<file path="src/rtl/uart_rx_if.sv">
// Byte-side handshake between the UART receiver (master) and its consumer (slave).
interface uart_rx_if;
  logic [7:0] rx_data;
  logic       rx_valid;
  logic       rx_ready;

  modport master (output rx_data, output rx_valid, input rx_ready);
  modport slave  (input rx_data, input rx_valid, output rx_ready);
endinterface

</file>
<file path="src/rtl/uart_rx.sv">
// 8N1 UART receiver: synchronised RXD, mid-cell sampling, valid/ready byte output, sticky errors.
// Define UART_RX_PARITY_EN to receive an even-parity bit between data and stop.
module uart_rx #(
  parameter int unsigned CLK_FREQ_HZ = 25_000_000,
  parameter int unsigned BAUD        = 115_200
) (
  input  logic      clk,
  input  logic      reset,
  input  logic      RXD,
  uart_rx_if.master rx_if,
  input  logic      err_clr,
  output logic      rx_overrun,
  output logic      rx_frame_err,
  output logic      rx_parity_err
);

  localparam int unsigned DIV  = (CLK_FREQ_HZ + BAUD / 2) / BAUD;
  localparam int unsigned HALF = DIV / 2;
  localparam int unsigned CW   = (DIV > 1) ? $clog2(DIV) : 1;

  localparam logic [CW-1:0] DIV_LAST  = CW'(DIV - 1);
  localparam logic [CW-1:0] HALF_LAST = CW'(HALF - 1);
  localparam logic [CW-1:0] CNT_ONE   = CW'(1);

  typedef enum logic [2:0] {
    S_IDLE      = 3'd0,
    S_START     = 3'd1,
    S_DATA      = 3'd2,
    S_STOP      = 3'd3,
    S_WAIT_IDLE = 3'd4
`ifdef UART_RX_PARITY_EN
    , S_PARITY  = 3'd5
`endif
  } state_e;

  state_e        state_q;
  logic [1:0]    sync_q;
  logic [CW-1:0] cnt_q;
  logic [2:0]    bit_q;
  logic [7:0]    shift_q;
  logic [7:0]    data_q;
  logic          valid_q;
  logic          overrun_q;
  logic          frame_q;

  logic          rxd_s;
  logic [7:0]    shift_d;
  logic          bit_tick_s;
  logic          stop_ok_s;
  logic          frame_bad_s;
  logic          deliver_s;
  logic          overrun_s;
  logic          load_s;

`ifdef UART_RX_PARITY_EN
  logic          par_pend_q;
  logic          par_err_q;
  logic          par_bad_s;
`endif

  assign rxd_s = sync_q[1];

  // Two-flop synchroniser for the asynchronous line, idles high
  always_ff @(posedge clk) begin
    if (reset) begin
      sync_q <= 2'b11;
    end else begin
      sync_q <= {sync_q[0], RXD};
    end
  end

  // Stop-bit outcome and the byte-delivery decision for this cycle
  always_comb begin
    shift_d     = {rxd_s, shift_q[7:1]};
    bit_tick_s  = (cnt_q == DIV_LAST);
    stop_ok_s   = (state_q == S_STOP) && bit_tick_s && rxd_s;
    frame_bad_s = (state_q == S_STOP) && bit_tick_s && !rxd_s;
`ifdef UART_RX_PARITY_EN
    deliver_s   = stop_ok_s && !par_pend_q;
    par_bad_s   = stop_ok_s && par_pend_q;
`else
    deliver_s   = stop_ok_s;
`endif
    // A completed byte is lost only if the held one is neither consumed nor replaced
    overrun_s   = deliver_s && valid_q && !rx_if.rx_ready;
    load_s      = deliver_s && !overrun_s;
  end

  // Receive FSM, output byte register and sticky flags
  always_ff @(posedge clk) begin
    if (reset) begin
      state_q    <= S_IDLE;
      cnt_q      <= '0;
      bit_q      <= 3'd0;
      shift_q    <= 8'h00;
      data_q     <= 8'h00;
      valid_q    <= 1'b0;
      overrun_q  <= 1'b0;
      frame_q    <= 1'b0;
`ifdef UART_RX_PARITY_EN
      par_pend_q <= 1'b0;
      par_err_q  <= 1'b0;
`endif
    end else begin
      cnt_q <= cnt_q + CNT_ONE;
      case (state_q)
        S_IDLE: begin
          if (!rxd_s) begin
            state_q <= S_START;
            cnt_q   <= '0;
          end
        end
        S_START: begin
          if (cnt_q == HALF_LAST) begin
            cnt_q <= '0;
            if (rxd_s) begin
              state_q <= S_IDLE;
            end else begin
              state_q <= S_DATA;
              bit_q   <= 3'd0;
            end
          end
        end
        S_DATA: begin
          if (bit_tick_s) begin
            cnt_q   <= '0;
            shift_q <= shift_d;
            bit_q   <= bit_q + 3'd1;
            if (bit_q == 3'd7) begin
`ifdef UART_RX_PARITY_EN
              state_q <= S_PARITY;
`else
              state_q <= S_STOP;
`endif
            end
          end
        end
`ifdef UART_RX_PARITY_EN
        S_PARITY: begin
          if (bit_tick_s) begin
            cnt_q      <= '0;
            par_pend_q <= rxd_s ^ (^shift_q);
            state_q    <= S_STOP;
          end
        end
`endif
        S_STOP: begin
          if (bit_tick_s) begin
            cnt_q   <= '0;
            state_q <= rxd_s ? S_IDLE : S_WAIT_IDLE;
          end
        end
        S_WAIT_IDLE: begin
          if (rxd_s) begin
            state_q <= S_IDLE;
            cnt_q   <= '0;
          end
        end
        default: begin
          state_q <= S_IDLE;
          cnt_q   <= '0;
        end
      endcase

      if (load_s) begin
        data_q  <= shift_q;
        valid_q <= 1'b1;
      end else if (valid_q && rx_if.rx_ready) begin
        valid_q <= 1'b0;
      end

      // A new error in the clearing cycle wins over err_clr
      overrun_q <= (overrun_q && !err_clr) || overrun_s;
      frame_q   <= (frame_q && !err_clr) || frame_bad_s;
`ifdef UART_RX_PARITY_EN
      par_err_q <= (par_err_q && !err_clr) || par_bad_s;
`endif
    end
  end

  assign rx_if.rx_data  = data_q;
  assign rx_if.rx_valid = valid_q;
  assign rx_overrun     = overrun_q;
  assign rx_frame_err   = frame_q;
`ifdef UART_RX_PARITY_EN
  assign rx_parity_err  = par_err_q;
`else
  assign rx_parity_err  = 1'b0;
`endif

endmodule

</file>
<file path="src/flat_wrapper.sv">
// flat-port wrapper written by rule: the top's interface ports become plain ports
module uart_rx_flat 
#(
  parameter int unsigned CLK_FREQ_HZ = 25_000_000,
  parameter int unsigned BAUD        = 115_200
)
  (clk, reset, RXD, err_clr, rx_overrun, rx_frame_err, rx_parity_err, rx_if_rx_data, rx_if_rx_valid, rx_if_rx_ready);
  uart_rx_if rx_if_i ();
  input  logic clk;
  input  logic reset;
  input  logic RXD;
  input  logic err_clr;
  output logic rx_overrun;
  output logic rx_frame_err;
  output logic rx_parity_err;
  output wire logic [$bits(rx_if_i.rx_data)-1:0] rx_if_rx_data;
  output wire logic [$bits(rx_if_i.rx_valid)-1:0] rx_if_rx_valid;
  input wire logic [$bits(rx_if_i.rx_ready)-1:0] rx_if_rx_ready;
  assign rx_if_rx_data = rx_if_i.rx_data;
  assign rx_if_rx_valid = rx_if_i.rx_valid;
  assign rx_if_i.rx_ready = rx_if_rx_ready;
  uart_rx #(.CLK_FREQ_HZ(CLK_FREQ_HZ), .BAUD(BAUD)) u_core (.clk(clk), .reset(reset), .RXD(RXD), .rx_if(rx_if_i), .err_clr(err_clr), .rx_overrun(rx_overrun), .rx_frame_err(rx_frame_err), .rx_parity_err(rx_parity_err));
endmodule
</file>
<file path="config.mk">
export PLATFORM = sky130hd
export DESIGN_NAME = uart_rx_flat
export DESIGN_NICKNAME = d
export VERILOG_FILES = /design/src/rtl/uart_rx_if.sv /design/src/rtl/uart_rx.sv /design/src/flat_wrapper.sv
export SDC_FILE = /design/constraint.sdc
export NUM_CORES = 1
export LEC_CHECK = 0
export CAP_MARGIN = 10
export CORE_UTILIZATION = 40
export DETAILED_ROUTE_END_ITERATION = 12
export REMOVE_ABC_BUFFERS = 1
export SKIP_LAST_GASP = 1
export SLEW_MARGIN = 15
export SYNTH_ARGS = -nofsm -noshare
export SYNTH_HDL_FRONTEND = slang
export SYNTH_SLANG_ARGS = --single-unit
</file>
<file path="constraint.sdc">
create_clock -name clk -period 1.9 [get_ports clk]
set_input_delay 0.19 -clock clk [delete_from_list [all_inputs] [get_ports clk]]
set_output_delay 0.19 -clock clk [all_outputs]
set_load 0.02 [all_outputs]
</file>
==> flow_summary.toml, run 1 <==
[run_status]
status = "complete, no violations"

[final_layout]
diodes = 0
nFillCells = 326
fin_nets = 184
area_growth_pct = 19.9
utilization_pct = 52.3
drive_above_1_share_pct = 10.9

[critical_path]
reg2reg_depth = 5
worstSetupStartpointType = "register"
endpoint_kind = "register"
cp_max_fo = 8
cp.required_ns = 2.08
path_class = "register to register"
worstPathArrival_ns = 1.94

[hold_path]
min_path_type = "register to register"
worstHoldPathCells = 1

[synth]
synth_top_area_cell = "dfxtp_1"
async_reset_ff_share_pct = 0
synth.distinct_cells = 39
syn_area_sq_um = 1510
syn_avg_cell_area_sq_um = 9.64
ys_warn_count = 0
synth_top_cell_area_share_pct = 46.3
ys_ff_latch = 35
synth_cells = 157
netlist_top_cells_area = "dfxtp_1, mux2i_1, nor2_1, ha_1, xor2_1"
synth_flop_cell = "dfxtp_1"
synth-seq-area-share_pct = 46.3
synth_edf_count = 0

[sta]
max_freq_ghz = 0.569
post-route-period-util_pct = 92.5
min_period_ns = 1.76
skew_ns = 0.00376
setup_ws_ns = 0.143
final-setup-viol-count = 0
hold_violations = 0
finalMaxSlewViolations = 0
tns_ns = 0
rsz0062_at_grt = "no"

[global_route]
grt_usage_pct = 16.0
antenna_found_initial = 0
grt_max_degree = 17
globalRouteOverflowTotal = 0
grt_pass1_vias = 1067
grt_pass1_wl_microns = 4930

[clock_network]
worst_skew_pair.late_latency_ns = 0.29
cts-buffers-inserted = 5
cts_tree = "done"
max-clock-path-buffers = 2
htreeDepth = 2
root_buffer = "clkbuf_8"
cts_setup_buffers = 0
cts.clk_slew.worst_paths_ns = 0.06
clock_sinks = 35

[floorplan]
core_area_sq_um = 3470
rows = 21
dieArea_sq_um = 4030
die_h_microns = 63.5
die_x_microns = 63.5
io_pins = 17
start_util_pct = 43.6

[route]
route.met3.wl_microns = 134
ant_nets = 0
wl_per_cell_microns = 12.4
drtPass1Iterations = 4
wl_microns = 2740
initialDrtViolationCount = 104
drc = 0
vias_per_cell = 5.02
vias = 1110
routed.top_layer = "met4"
met1_length_microns = 1320
wl_met2_microns = 1230

[place]
io_buffers = 15
dp_hpwl_microns = 1880
pre_cts_ws_ns = 0.0460
place_congestion = 0.832

[pwr]
p_leak_nw = 0.639
ir_drop_mv = 0.445
powerDensity_nw_per_um2 = 807

[run]
max-cap-violations = 0
==> timing repair <==
action | 4_1_cts | 5_1_grt
resized for setup | 0 | 1
hold buffers | 0 | 0
setup endpoints to repair | 0 | 8
==> metrics by stage <==
step	hold WS [ns]	total power, mW	std cells	cell area (sq um)
after global placement	0.396	0.840	214	1710
final	0.415	1.46	221	1810
after CTS	0.427	1.48	221	1810
after detailed placement	0.409	0.843	214	1710
after global routing	0.451	1.53	221	1810
after floorplan	0.259	0.809	148	1460
==> where the power goes <==
group          switching [mW]  internal [mW]  leakage (nW)
combinational          0.0397         0.0324         0.305
clock                   0.251          0.384        0.0513
sequential             0.0124          0.744         0.283
total                   0.303           1.16         0.639
==> path summary, 6_finish.rpt <==
path	end	slack, ns	startpoint
worst max-delay path	u_core.cnt_q[3]$_SDFF_PP0_	0.14	u_core.cnt_q[2]$_SDFF_PP0_
worst min-delay path	u_core.sync_q[1]$_SDFF_PP1_	0.41	u_core.sync_q[0]$_SDFF_PP1_
worst max register to register	u_core.cnt_q[3]$_SDFF_PP0_	0.14	u_core.cnt_q[2]$_SDFF_PP0_
worst min register to register	u_core.sync_q[1]$_SDFF_PP1_	0.41	u_core.sync_q[0]$_SDFF_PP1_
==> sequential cells by signal (all words and copies together), names as in the netlist <==
name                   flops
u_core.cnt_q               8
u_core.rx_if.rx_data       8
u_core.shift_q             8
u_core.bit_q               3
u_core.state_q             3
u_core.sync_q              2
u_core.rx_frame_err        1
u_core.rx_if.rx_valid      1
u_core.rx_overrun          1
==> routing by layer <==
| layer | up-vias | GRT usage (%) |
|---|---|---|
| met2 | 27 | 24.6 |
| met4 | 0 | 8.52 |
| li1 | 569 | - |
| met3 | 5 | 5.62 |
| met5 | - | 0 |
| met1 | 509 | 19.5 |
==> synth_stat cells (all sizes together), types with 2 or more instances <==
cell type / count
nor2b: 2
and2: 2
nor3: 3
or3: 2
buf: 5
clkbuf: 4
mux2i: 17
nor3b: 2
nand3: 7
dfxtp: 35
nor2: 33
nand2: 3
xnor2: 2
a21oi: 3
xor2: 4
ha: 4
nand4: 2
inv: 6
a22oi: 3
o31ai: 2
or2: 2
==> logic make-up (layout without fill, tap and decap cells) <==
family | after synthesis | in the layout | synth area share, %
adder cells (fa/ha/maj) | 4 | 4 | 3.31
AND/OR/NAND/NOR | 62 | 62 | 21.7
multiplexers | 17 | 17 | 11.2
flip-flops | 35 | 35 | 46.3
AO/OA/AOI/OAI | 17 | 17 | 8.85
XOR/XNOR | 6 | 6 | 3.47
other | 1 | 1 | 0.248
buffers and inverters | 15 | 33 | 4.88
==> placed cells by master (no fill, tap or decap), types with 2 or more instances in the layout <==
cell type / synthesis / final
clkdlybuf4s50_1: 0 / 15
a21oi_1: 3 / 3
nand2_1: 3 / 3
o31ai_1: 2 / 2
nand3_1: 6 / 6
mux2i_1: 17 / 17
buf_4: 2 / 5
clkbuf_8: 0 / 5
a22oi_1: 3 / 3
nor2b_1: 2 / 2
or2_2: 2 / 2
xnor2_1: 2 / 2
nor3b_1: 2 / 2
xor2_1: 4 / 4
nand4_1: 2 / 2
dfxtp_1: 35 / 35
inv_1: 6 / 6
ha_1: 4 / 4
nor3_1: 2 / 2
nor2_1: 33 / 33
and2_1: 2 / 2
==> area by class of cell <==
class	instances	area, sq um	area share, %
repair buffers	20	188	10.3
inverters	6	22.5	1.24
well taps	46	57.6	3.17
flip-flops and latches	35	701	38.6
clock buffers	6	72.6	4.00
multi-input cells	107	743	41.0
clock inverters	1	30.0	1.66
==> critical path, cell delays in order, from the launching register on <==
cell	delay, ns
dfxtp_1	0.36
or3_1	0.38
o211a_1	0.28
a2111oi_2	0.34
or3_4	0.23
nor2_1	0.06
No activity file was read; power rests on OpenSTA's default activity.
==> run 2: changes to the inputs <==
--- a/config.mk
+++ b/config.mk
@@ -6,8 +6,10 @@
 export NUM_CORES = 1
 export LEC_CHECK = 0
 export CAP_MARGIN = 10
+export CORE_MARGIN = 3
 export CORE_UTILIZATION = 40
 export DETAILED_ROUTE_END_ITERATION = 12
+export PLACE_DENSITY_LB_ADDON = 0.3
 export REMOVE_ABC_BUFFERS = 1
 export SKIP_LAST_GASP = 1
 export SLEW_MARGIN = 15
==> flow_summary.toml, run 2 (synthesized netlist as in run 1, its figures left out) <==
[run_status]
status = "complete, no violations"

[route]
vias_per_cell = 5.17
initialDrtViolationCount = 74
drc = 0
wl_microns = 2740
ant_nets = 0
drtPass1Iterations = 4
wl_per_cell_microns = 12.5
vias = 1138

[final_layout]
nFillCells = 326
stdcell_count = 220
diodes = 0
drive_above_1_share_pct = 9.77
area_growth_pct = 18.4
utilization_pct = 51.2
fin_nets = 182
mostFrequentLayoutCell = "dfxtp_1"
final_cell_mix = "dfxtp_1, nor2_1, mux2i_1"

[clock_network]
clock_sinks = 35
cts-buffers-inserted = 5
worst_skew_pair.late_latency_ns = 0.29
root_buffer = "clkbuf_8"
cts_tree = "done"
cts.clk_slew.worst_paths_ns = 0.07
max-clock-path-buffers = 2
htreeDepth = 2
cts_hold_buf = 0

[pwr]
ir_drop_mv = 0.392
powerDensity_nw_per_um2 = 747
p_leak_nw = 0.623
total_power_mw = 1.34

[critical_path]
cp.required_ns = 2.08
path_class = "register to register"
endpoint_kind = "register"
worstSetupStartpointType = "register"
cp_max_fo = 8
worstPathArrival_ns = 1.90

[sta]
final-setup-viol-count = 0
setup_ws_ns = 0.183
max_freq_ghz = 0.582
min_period_ns = 1.72
whs_ns = 0.416
post-route-period-util_pct = 90.4
rsz0062_at_grt = "no"
hold_violations = 0
skew_ns = 0.00278
finalMaxSlewViolations = 0

[floorplan]
rows = 21
die_x_microns = 67.5
start_util_pct = 43.3
io_pins = 17
die_h_microns = 67.5
dieArea_sq_um = 4560
core_area_sq_um = 3490

[global_route]
globalRouteOverflowTotal = 0
grt_pass1_wl_microns = 4640
antenna_found_initial = 0
grt_pass1_vias = 1096
grt_max_degree = 30
grt_usage_pct = 14.1

[hold_path]
min_path_type = "register to register"

[place]
dp_hpwl_microns = 1920
dp_cells = 212
io_buffers = 15
place_congestion = 0.770
pre_cts_ws_ns = 0.0692

[run]
max-cap-violations = 0
-- run 2: worst max-delay path, cell delays in order, from the launching register on --
cell and delay (ns):
dfxtp_1 0.36, or3_1 0.38, o211a_1 0.27, a2111oi_2 0.33, or3_4 0.22, nor2_1 0.06
-- run 2: layout make-up --
type	instances	area, sq um	share of cell area [%]
Clock inverter	1	5.00	0.280
Sequential cell	35	701	39.1
Tap cell	46	57.6	3.21
Multi-Input combinational cell	107	743	41.5
Timing Repair Buffer	18	185	10.3
Clock buffer	7	76.3	4.26
Inverter	6	22.5	1.26
-- run 2: report_power, final --
part / internal (mW) / total (mW) / switching [mW]
Sequential: 0.744 / 0.757 / 0.0129
Combinational: 0.0300 / 0.0669 / 0.0369
Clock: 0.257 / 0.515 / 0.258
Total: 1.03 / 1.34 / 0.307
-- run 2: final timing paths --
kind | startpoint | endpoint | slack [ns] | cells past startpoint
worst max-delay path | u_core.cnt_q[2]$_SDFF_PP0_ | u_core.cnt_q[4]$_SDFF_PP0_ | 0.18 | 5
worst min-delay path | u_core.sync_q[0]$_SDFF_PP1_ | u_core.sync_q[1]$_SDFF_PP1_ | 0.42 | 1
worst max register to register | u_core.cnt_q[2]$_SDFF_PP0_ | u_core.cnt_q[4]$_SDFF_PP0_ | 0.18 | 5
worst min register to register | u_core.sync_q[0]$_SDFF_PP1_ | u_core.sync_q[1]$_SDFF_PP1_ | 0.42 | 1
-- run 2: layer usage --
layer	part of all wire [%]	global-route usage, %	up-vias
met5	0	0	-
met4	2.2	7.59	0
met3	5.6	5.99	6
met2	48	23.6	29
met1	44	14.8	540
li1	-	-	563
-- run 2: metrics by stage --
step | setup TNS, ns | cell area [sq um]
5_1_grt | 0 | 1790
2_1_floorplan | -1.74 | 1460
4_1_cts | 0 | 1790
3_5_place_dp | 0 | 1700
3_3_place_gp | 0 | 1700
6_report | 0 | 1790
-- run 2: what timing repair did --
action                                  in CTS  in global routing
endpoints found under the setup margin       0                  8
setup buffers                                0                  0
gates resized for setup                      0                  1
hold endpoints to repair                     0                  0
==> run 3: changes to the inputs <==
==> constraint.sdc (replaced) <==
create_clock -name clk -period 1.5 [get_ports clk]
set_input_delay 0.15 -clock clk [delete_from_list [all_inputs] [get_ports clk]]
set_output_delay 0.15 -clock clk [all_outputs]
set_load 0.02 [all_outputs]
==> flow_summary.toml, run 3 (synthesized netlist as in run 1, its figures left out) <==
[pwr]
powerDensity_nw_per_um2 = 861
total_power_mw = 1.74
ir_drop_mv = 0.595
p_leak_nw = 0.737

[final_layout]
drive_above_1_share_pct = 26.4
area_growth_pct = 33.4
final_cell_mix = "nor2_1, dfxtp_1, buf_4"
fin_area_sq_um = 2020
multi_input_area_sq_um = 782
stdcell_count = 243
mostFrequentLayoutCell = "nor2_1"
regArea_sq_um = 706
nFillCells = 319
utilization_pct = 57.8
fin_nets = 205
diodes = 0

[clock_network]
cts_tree = "done"
htreeDepth = 2
worst_skew_pair.late_latency_ns = 0.29
clock_sinks = 35
cts.clk_slew.worst_paths_ns = 0.07
cts-buffers-inserted = 5
root_buffer = "clkbuf_8"
cts_hold_buf = 0
max-clock-path-buffers = 2

[critical_path]
cp_max_fo = 3
cpMaxStageDelayCell = "or3_1"
cp_cell_sequence = "or3_1 -> o211a_1 -> buf_6 -> a311o_1 -> a22oi_1 -> nor2_1"
worstSetupStartpointType = "register"
endpoint_kind = "register"
path_class = "register to register"
critPathBufInv = 1
worstPathArrival_ns = 1.87
crit_family = "compound AO/OA/AOI/OAI gates"
slowest_delay_ns = 0.35
cp.required_ns = 1.67

[sta]
final-setup-viol-count = 32
whs_ns = 0.414
min_period_ns = 1.70
post-route-period-util_pct = 113
finalMaxSlewViolations = 0
hold_violations = 0
skew_ns = 0.00767
setup_ws_ns = -0.198
max_freq_ghz = 0.589
rsz0062_at_grt = "yes"

[route]
ant_nets = 0
initialDrtViolationCount = 49
drtPass1Iterations = 4
wl_microns = 2930
wl_per_cell_microns = 12.1
vias = 1203
vias_per_cell = 4.95
drc = 0

[place]
dp_cells = 231
io_buffers = 15
place_congestion = 0.836
postPlaceCellArea_sq_um = 1850
dp_hpwl_microns = 2020

[floorplan]
rows = 21
start_util_pct = 43.3
die_x_microns = 67.5
io_pins = 17
die_h_microns = 67.5
dieArea_sq_um = 4560
core_area_sq_um = 3490

[global_route]
grt_max_degree = 30
globalRouteOverflowTotal = 0
grt_pass1_wl_microns = 5120
grt_usage_pct = 15.2
antenna_found_initial = 0
grt_pass1_vias = 1202

[hold_path]
min_path_type = "register to register"

[run_status]
violations = "setup timing"
status = "finished with violations"

[run]
max-cap-violations = 0
## run 3: cell types whose count changed in the layout (fill, tap and decap cells not counted), moves of 2 or more
cell	delta
buf_4	+21
dfxtp_1	-4
dfxtp_2	+4
buf_6	+2
ha_1	-2
ha_2	+2
inv_1	-2
inv_2	+2
## run 3: power breakdown
part           internal (mW)  switching, mW  leakage (nW)
Combinational         0.0620         0.0604         0.411
Sequential             0.944         0.0135         0.284
Clock                  0.324          0.333        0.0412
Total                   1.33          0.407         0.737
## run 3: layer usage
layer | up-vias | part of all wire (%) | GRT usage, %
li1 | 608 | - | -
met1 | 566 | 48 | 18.3
met2 | 23 | 47 | 23.9
met3 | 6 | 3.7 | 4.16
met4 | 0 | 2.1 | 9.11
met5 | - | 0 | 0
## run 3: stage by stage
stage / setup WS, ns / setup TNS (ns)
2_1_floorplan: -0.575 / -8.75
3_3_place_gp: -0.220 / -4.52
3_5_place_dp: -0.287 / -5.67
4_1_cts: -0.207 / -4.99
5_1_grt: -0.300 / -7.51
6_report: -0.198 / -4.24
## run 3: final cells by class
cell class	count	area share (%)
timing repair buffer	41	18.1
multi-input combinational	107	38.7
sequential	35	35.0
inverter	6	1.12
clock buffer	6	3.60
clock inverter	2	0.620
tap	46	2.85
## run 3: repair_timing
item | CTS | global route
cloned | 0 | 1
endpoints found under the setup margin | 30 | 32
buffers inserted | 1 | 2
pin swaps | 3 | 10
gates resized for setup | 4 | 14
## run 3: worst paths after layout
check                                                  from                      endpoint  slack (ns)  cells after the start
worst min-delay path            u_core.sync_q[0]$_SDFF_PP1_   u_core.sync_q[1]$_SDFF_PP1_        0.41                      1
worst min register to register  u_core.sync_q[0]$_SDFF_PP1_   u_core.sync_q[1]$_SDFF_PP1_        0.41                      1
worst max-delay path             u_core.cnt_q[2]$_SDFF_PP0_  u_core.bit_q[1]$_SDFFE_PP0P_       -0.20                      6
worst max register to register   u_core.cnt_q[2]$_SDFF_PP0_  u_core.bit_q[1]$_SDFFE_PP0P_       -0.20                      6
